`src/rtl/rv_mc_ctrl.sv`:
```
// rtl/rv_mc_ctrl.sv - RV32I multi-cycle control FSM with retired-instruction counter
module rv_mc_ctrl (
  input  logic        clk,
  input  logic        rst_n,
  input  logic [6:0]  opcode,
  input  logic [2:0]  funct3,
  input  logic [6:0]  funct7,
  input  logic        zf,
  output logic        PC_Write,
  output logic        PC0_Write,
  output logic        IR_Write,
  output logic        AB_Write,
  output logic        F_Write,
  output logic        MDR_Write,
  output logic        Mem_Write,
  output logic        Reg_Write,
  output logic [3:0]  ALU_OP,
  output logic        rs2_imm_s,
  output logic [1:0]  PC_s,
  output logic [1:0]  w_data_s,
  output logic        trap,
  output logic [3:0]  state,
  output logic [31:0] instret
);

  typedef enum logic [3:0] {
    S_IDLE     = 4'd0,
    S_FETCH    = 4'd1,
    S_DECODE   = 4'd2,
    S_EX_R     = 4'd3,
    S_EX_I     = 4'd4,
    S_WB_ALU   = 4'd5,
    S_LUI      = 4'd6,
    S_MEM_ADDR = 4'd7,
    S_LOAD_RD  = 4'd8,
    S_LOAD_WB  = 4'd9,
    S_STORE    = 4'd10,
    S_BRANCH   = 4'd11,
    S_JAL      = 4'd12,
    S_TRAP     = 4'd13
  } state_t;

  state_t      state_q, state_d;
  logic [31:0] instret_q, instret_d;

  // Only funct7[5] distinguishes SUB/SRA; the rest of the field is don't-care here.
  logic unused_funct7;
  assign unused_funct7 = ^{funct7[6], funct7[4:0]};

  always_ff @(posedge clk or negedge rst_n) begin
    if (!rst_n) begin
      state_q   <= S_IDLE;
      instret_q <= 32'd0;
    end else begin
      state_q   <= state_d;
      instret_q <= instret_d;
    end
  end

  always_comb begin
    state_d   = state_q;
    instret_d = instret_q;
    case (state_q)
      S_IDLE:   state_d = S_FETCH;
      S_FETCH:  state_d = S_DECODE;
      S_DECODE: begin
        case (opcode)
          7'b0110011: state_d = S_EX_R;
          7'b0010011: state_d = S_EX_I;
          7'b0110111: state_d = S_LUI;
          7'b0000011,
          7'b0100011: state_d = (funct3 == 3'b010) ? S_MEM_ADDR : S_TRAP;
          7'b1100011: state_d = (funct3 == 3'b000 || funct3 == 3'b001) ? S_BRANCH : S_TRAP;
          7'b1101111: state_d = S_JAL;
          default:    state_d = S_TRAP;
        endcase
      end
      S_EX_R, S_EX_I: state_d = S_WB_ALU;
      S_MEM_ADDR:     state_d = (opcode == 7'b0000011) ? S_LOAD_RD : S_STORE;
      S_LOAD_RD:      state_d = S_LOAD_WB;
      S_WB_ALU, S_LUI, S_LOAD_WB, S_STORE, S_BRANCH, S_JAL: begin
        state_d   = S_FETCH;
        instret_d = instret_q + 32'd1;
      end
      S_TRAP:   state_d = S_TRAP;
      default:  state_d = S_IDLE;
    endcase
  end

  // Outputs decode from the registered state, so an asynchronous reset clears them at once.
  always_comb begin
    PC_Write  = 1'b0;
    PC0_Write = 1'b0;
    IR_Write  = 1'b0;
    AB_Write  = 1'b0;
    F_Write   = 1'b0;
    MDR_Write = 1'b0;
    Mem_Write = 1'b0;
    Reg_Write = 1'b0;
    ALU_OP    = 4'b0000;
    rs2_imm_s = 1'b0;
    PC_s      = 2'b00;
    w_data_s  = 2'b00;
    trap      = 1'b0;
    case (state_q)
      S_FETCH: begin
        IR_Write  = 1'b1;
        PC_Write  = 1'b1;
        PC0_Write = 1'b1;
      end
      S_DECODE: AB_Write = 1'b1;
      S_EX_R: begin
        F_Write = 1'b1;
        ALU_OP  = {funct7[5], funct3};
      end
      S_EX_I: begin
        F_Write   = 1'b1;
        rs2_imm_s = 1'b1;
        ALU_OP    = (funct3 == 3'b101) ? {funct7[5], funct3} : {1'b0, funct3};
      end
      S_WB_ALU: Reg_Write = 1'b1;
      S_LUI: begin
        Reg_Write = 1'b1;
        w_data_s  = 2'b01;
      end
      S_MEM_ADDR: begin
        F_Write   = 1'b1;
        rs2_imm_s = 1'b1;
      end
      S_LOAD_RD: MDR_Write = 1'b1;
      S_LOAD_WB: begin
        Reg_Write = 1'b1;
        w_data_s  = 2'b11;
      end
      S_STORE: Mem_Write = 1'b1;
      S_BRANCH: begin
        ALU_OP   = 4'b1000;
        PC_s     = 2'b10;
        PC_Write = (funct3 == 3'b001) ? ~zf : zf;
      end
      S_JAL: begin
        Reg_Write = 1'b1;
        w_data_s  = 2'b10;
        PC_Write  = 1'b1;
        PC_s      = 2'b10;
      end
      S_TRAP:  trap = 1'b1;
      default: ;
    endcase
  end

  assign state   = state_q;
  assign instret = instret_q;

endmodule

```
`config.mk`:
```
export PLATFORM = sky130hd
export DESIGN_NAME = rv_mc_ctrl
export DESIGN_NICKNAME = d
export VERILOG_FILES = /design/src/rtl/rv_mc_ctrl.sv
export SDC_FILE = /design/constraint.sdc
export NUM_CORES = 1
export LEC_CHECK = 0
export ABC_AREA = 1
export CAP_MARGIN = 20
export CORE_ASPECT_RATIO = 1.5
export CORE_MARGIN = 3
export CORE_UTILIZATION = 50
export CTS_BUF_LIST = sky130_fd_sc_hd__clkbuf_8
export DETAILED_ROUTE_END_ITERATION = 10
export GPL_TIMING_DRIVEN = 0
export PLACE_DENSITY = 0.83
export SLEW_MARGIN = 20
export SYNTH_ARGS = -nofsm -noshare
export SYNTH_HDL_FRONTEND = slang
export SYNTH_SLANG_ARGS = --single-unit
```
`constraint.sdc`:
```
create_clock -name clk -period 3.1 [get_ports clk]
set_input_delay 0.31 -clock clk [delete_from_list [all_inputs] [get_ports clk]]
set_output_delay 0.31 -clock clk [all_outputs]
set_load 0.05 [all_outputs]
```
==> reports/results.tsv, run 1 <==
metric	value	unit
leakage	1.61	nW
grt_max_degree	20	
fin_tns_setup	0	ns
drv_slew	0	
wl_per_cell	12.6	um
slew_headroom	65.2	%
cts_root_buffer	clkbuf_8	
gp_congestion	0.926	
finalCriticalPeriod	2.60	ns
gr-total-overflow	0	
synth_edf_count	0	
antenna_found_initial	0	
fin_ws	0.505	ns
vdd_drop_max	0.133	mV
worst_pin_slew	0.520	ns
synthArstFlopShare	100	%
period_share	83.7	%
critPathArrivalTime	2.29	ns
final_cell_mix	nand2_1 (151), nor2_1 (65), clkdlybuf4s50_1 (65)	
synthToLayoutAreaGrowth	32.1	%
max_freq	385	MHz
path_class	reg -> out	
cts_tree	built	
core	0.00520	sq mm
syn_area	0.00271	sq mm
fillCellCount	450	
synth_cell_types	30	
synth_top_flop_cell	dfrtp_1	
std_cell_rows	32	
avgViaCountPerCell	5.06	
grt_pass1_vias	2739	
pin_count	74	
grt_pass1_wl	11300	um
synth_largest_area_cell	dfrtp_1	
clock_path_buffers	2	
clk_latency	0.29	ns
n_antenna_cell	0	
drtPass1Iterations	4	
cts_htree_levels	2	
max_cap_violations	0	
avgSynthCellArea	6.69	sq um
drive_gt1_share	11.9	%
end_kind	output pin	
p_per_area	240	mW/mm^2
clkSinkCount	36	
start_kind	flop	
synth.area.top_cells	dfrtp_1 (33%), nand2_1 (21%), nor2_1 (9.0%), inv_1 (5.1%), nand3_1 (4.8%)	
rsz0062_at_grt	no	
nNetsFinal	501	
finalClockSkew	0.00366	ns
crit_required	2.79	ns
drt_iter0_drc	127	
clk_pin_slew	0.07	ns
track_usage	22.8	%
synth_cells	405	
hold_path_class	in -> async	
post_cts_buffers	0	
finalHoldViolCount	0	
dieArea	0.00635	sq mm
port_buffers	66	
syn-num-nets	426	
ant_nets	0	
dp_hpwl	5480	um
die_h	96.1	um
ys_ff_latch	36	
status	finished, final reports clean	
place_worst_setup_slack	0.683	ns
drc	0	
cts_buffers	5	
seq_area_frac_synth	33.3	%
initial_core_util	52.0	%
routed_wl	6940	um
final_common_cell	nand2_1	
fp.dieW	66.1	um
num_vias	2779	
path_max_fanout	5	
setup_viol	0	
yosys_warnings	0	
yosysTopAreaCellShare	33.3	%
==> routing by layer <==
layer,up-vias,GRT usage [%],part of all wire [%]
li1,1389,-,-
met1,1269,22.2,36
met2,93,42.0,53
met3,28,6.07,6.2
met4,0,13.7,4.8
met5,-,0,0
==> per-stage QoR <==
stage                     power (W)  std cells  hold slack (ns)  util, %  cell area [sq um]
after floorplan            0.000494        405           0.0144        -               2710
after global placement     0.000524        539            0.504     66.3               3450
after detailed placement   0.000528        540            0.291     66.8               3480
after CTS                  0.000865        549            0.520     68.7               3580
after global routing       0.000886        549            0.546     68.7               3580
final                      0.000858        549            0.502     68.7               3580
==> final cells by class <==
type | count | area, sq um | share of cell area (%)
Inverter | 43 | 161 | 4.51
Clock buffer | 6 | 82.6 | 2.31
Sequential cell | 36 | 901 | 25.2
Timing Repair Buffer | 68 | 693 | 19.4
Tap cell | 68 | 85.1 | 2.38
Buffer | 5 | 53.8 | 1.50
Clock inverter | 2 | 7.51 | 0.210
Multi-Input combinational cell | 321 | 1590 | 44.5
==> registers in the layout, summed over array words and instances, names as in the netlist <==
| name | count |
|---|---|
| state | 4 |
| instret | 32 |
==> logic make-up after synthesis <==
| family | count (synthesis) | synth area share [%] |
|---|---|---|
| and+or+nand+nor | 291 | 48.5 |
| buffers and inverters | 48 | 7.95 |
| DFF | 36 | 33.3 |
| xor gates and xnor gates | 17 | 7.44 |
| AOI/OAI and AO/OA | 11 | 2.22 |
| adders and majority gates | 1 | 0.462 |
| other | 1 | 0.138 |
==> worst paths after layout <==
path                            slack [ns]                     from  cells past startpoint                 endpoint
min in group clk                      0.53  instret[11]$_DFFE_PN0P_                      1  instret[11]$_DFFE_PN0P_
worst min register to register        0.53  instret[11]$_DFFE_PN0P_                      1  instret[11]$_DFFE_PN0P_
worst max register to register        1.39   instret[0]$_DFFE_PN0P_                      8  instret[20]$_DFFE_PN0P_
worst max-delay path                  0.50       state[2]$_DFF_PN0_                      7                ALU_OP[1]
max in group asynchronous             2.15                    rst_n                      3  instret[20]$_DFFE_PN0P_
worst min-delay path                  0.50                    rst_n                      2   instret[5]$_DFFE_PN0P_
==> synth_stat cells (all sizes together) (5+ instances only) <==
cell type  count
dfrtp         36
nand2        165
inv           43
o21ai          7
nor3           6
xnor2         12
nand3b         5
buf            5
xor2           5
nand3         30
nor2          78
nand4          6
==> timing repair <==
action / 4_1_cts / 5_1_grt
setup endpoints to repair: 0 / 0
resized for setup: 0 / 0
hold buffers: 1 / 0
endpoints found under the hold margin: 18 / 0
==> power breakdown <==
group / internal (W) / switching [W] / total, W
combinational: 0.0000233 / 0.0000270 / 0.0000503
sequential: 0.000470 / 0 / 0.000470
clock: 0.000175 / 0.000164 / 0.000339
total: 0.000667 / 0.000191 / 0.000858
==> worst max-delay path: stages (launching register included) <==
cell,delay [ns]
dfrtp_1,0.45
inv_2,0.08
nor2_2,0.20
nand2_1,0.13
nand2_1,0.14
inv_1,0.09
nor2_1,0.09
clkdlybuf4s50_1,0.81
No activity file was read; power rests on OpenSTA's default activity.
==> run 2, diff against run 1 <==
Settings changed: CORE_UTILIZATION 50 to 45, PLACE_DENSITY 0.83 to 0.78.
Clock period 3.1 ns to 2.33 ns, I/O delays scaled along.
==> reports/results.tsv, run 2 (synthesized netlist as in run 1, its figures left out) <==
metric	value	unit	change
gr-total-overflow	0		unchanged
post_cts_buffers	0		unchanged
finalHoldViolCount	0		unchanged
final_common_cell	nand2_1		unchanged
drive_gt1_share	12.3	%	was 11.9%
n_antenna_cell	0		unchanged
wl_per_cell	12.1	um	was 12.6 um
switching_power	0.000257	W	was 0.000191 W
clk_pin_slew	0.07	ns	about the same
p_per_area	319	mW/mm^2	was 240 mW/mm^2
hold_path_class	in -> async		unchanged
pin_count	74		unchanged
cts_tree	built		unchanged
path_max_fanout	5		unchanged
slew_headroom	64.1	%	was 65.2%
dieArea	0.00700	sq mm	was 0.00635 sq mm
start_kind	flop		unchanged
leakage	1.77	nW	was 1.61 nW
reg2reg_depth	8		unchanged
drc	0		unchanged
critPathLaunch	state[2]$_DFF_PN0_		unchanged
cts_htree_levels	2		unchanged
nNetsFinal	501		unchanged
place_worst_setup_slack	0.0767	ns	was 0.683 ns
clk_latency	0.29	ns	about the same
track_usage	19.8	%	was 22.8%
fin_ws	0.112	ns	was 0.505 ns
avgViaCountPerCell	4.95		was 5.06
finalCriticalPeriod	2.22	ns	
port_buffers	66		unchanged
end_kind	output pin		unchanged
rsz0062_at_grt	no		unchanged
worst_pin_slew	0.537	ns	was 0.520 ns
std_cell_rows	34		was 32
drt_iter0_drc	129		was 127
status	finished, final reports clean		unchanged
critPathArrivalTime	1.99	ns	was 2.29 ns
max_freq	451	MHz	
internal-power	0.000887	W	was 0.000667 W
synthToLayoutAreaGrowth	32.3	%	was 32.1%
fin_tns_setup	0	ns	unchanged
grt_pass1_vias	2719		was 2739
period_share	95.2	%	
drtPass1Iterations	4		unchanged
num_vias	2738		was 2779
p_clk_share	39.7	%	was 39.4%
p_sw_share	22.5	%	was 22.3%
fp.dieW	69.3	um	was 66.1 um
core	0.00583	sq mm	was 0.00520 sq mm
grt_pass1_wl	11400	um	was 11300 um
finalClockSkew	0.00448	ns	was 0.00366 ns
die_h	101	um	was 96.1 um
final_cell_mix	nand2_1 (151), nor2_1 (65), clkdlybuf4s50_1 (51)		was nand2_1 (151), nor2_1 (65), clkdlybuf4s50_1 (65)
path_class	reg -> out		unchanged
crit_required	2.10	ns	was 2.79 ns
cts_root_buffer	clkbuf_8		unchanged
clock_path_buffers	2		unchanged
cts_buffers	5		unchanged
ant_nets	0		unchanged
dp_hpwl	5410	um	was 5480 um
vdd_drop_max	0.218	mV	was 0.133 mV
setup_viol	0		unchanged
max_cap_violations	0		unchanged
p_seq_share	54.6	%	was 54.7%
grt_max_degree	33		was 20
routed_wl	6690	um	was 6940 um
gp_congestion	0.888		was 0.926
crit-reg2reg-capture	instret[20]$_DFFE_PN0P_		unchanged
critical_path.endpoint	w_data_s[0]		was ALU_OP[1]
r2r_start	instret[0]$_DFFE_PN0P_		unchanged
regToRegSetupSlack	0.65	ns	was 1.39 ns
initial_core_util	46.5	%	was 52.0%
comb_power_share	5.7	%	was 5.9%
antenna_found_initial	0		unchanged
drv_slew	0		unchanged
clkSinkCount	36		unchanged
largest_reg_flops	32		unchanged
run 2: through the flow:
step | area [sq um] | power (W) | hold WS (ns) | utilization, % | cells
2_1_floorplan | 2710 | 0.000657 | -0.0626 | - | 405
3_3_place_gp | 3460 | 0.000697 | 0.504 | 59.3 | 543
3_5_place_dp | 3470 | 0.000701 | 0.0676 | 59.6 | 544
4_1_cts | 3570 | 0.00116 | 0.299 | 61.2 | 553
5_1_grt | 3580 | 0.00118 | 0.305 | 61.4 | 553
6_report | 3580 | 0.00114 | 0.288 | 61.4 | 553
run 2: critical path, cell delays in order (launching register included):
cell	delay (ns)
dfrtp_1	0.46
inv_2	0.08
nor2_2	0.20
nand2_1	0.10
nand2_1	0.06
clkdlybuf4s50_1	0.80
run 2: power groups by stage:
stage	clock network, W	registers [W]	logic (W)
final	0.000454	0.000625	0.0000649
after detailed placement	0	0.000637	0.0000647
after CTS	0.000466	0.000624	0.0000661
after floorplan	0	0.000637	0.0000198
after global placement	0	0.000637	0.0000601
after global routing	0.000485	0.000624	0.0000731
run 2: final cells by class:
type                            count  area, sq um
Clock buffer                        6         82.6
Buffer                              5         53.8
Timing Repair Buffer               68          693
Tap cell                           72         90.1
Inverter                           43          161
Multi-Input combinational cell    321         1590
Clock inverter                      2         7.51
Fill cell                         551         2250
Sequential cell                    36          901
run 2: worst min path at each step:
stage | from | end | slack [ns]
6_report | rst_n | instret[1]$_DFFE_PN0P_ | 0.29
2_1_floorplan | rst_n | instret[0]$_DFFE_PN0P_ | -0.06
5_1_grt | rst_n | instret[1]$_DFFE_PN0P_ | 0.30
3_3_place_gp | instret[6]$_DFFE_PN0P_ | instret[6]$_DFFE_PN0P_ | 0.50
4_1_cts | rst_n | instret[1]$_DFFE_PN0P_ | 0.30
3_5_place_dp | rst_n | instret[3]$_DFFE_PN0P_ | 0.07
run 2: what timing repair did:
item,CTS,global route
gates resized for setup,6,14
hold buffers,1,0
setup endpoints to repair,6,12
endpoints found under the hold margin,36,0
run 2: metal layers:
layer	routed length, um	vias to the layer above	global-route usage [%]
li1	-	1404	-
met1	2520	1250	20.2
met2	3630	68	37.4
met3	358	16	5.09
met4	177	0	8.72
met5	0	-	0
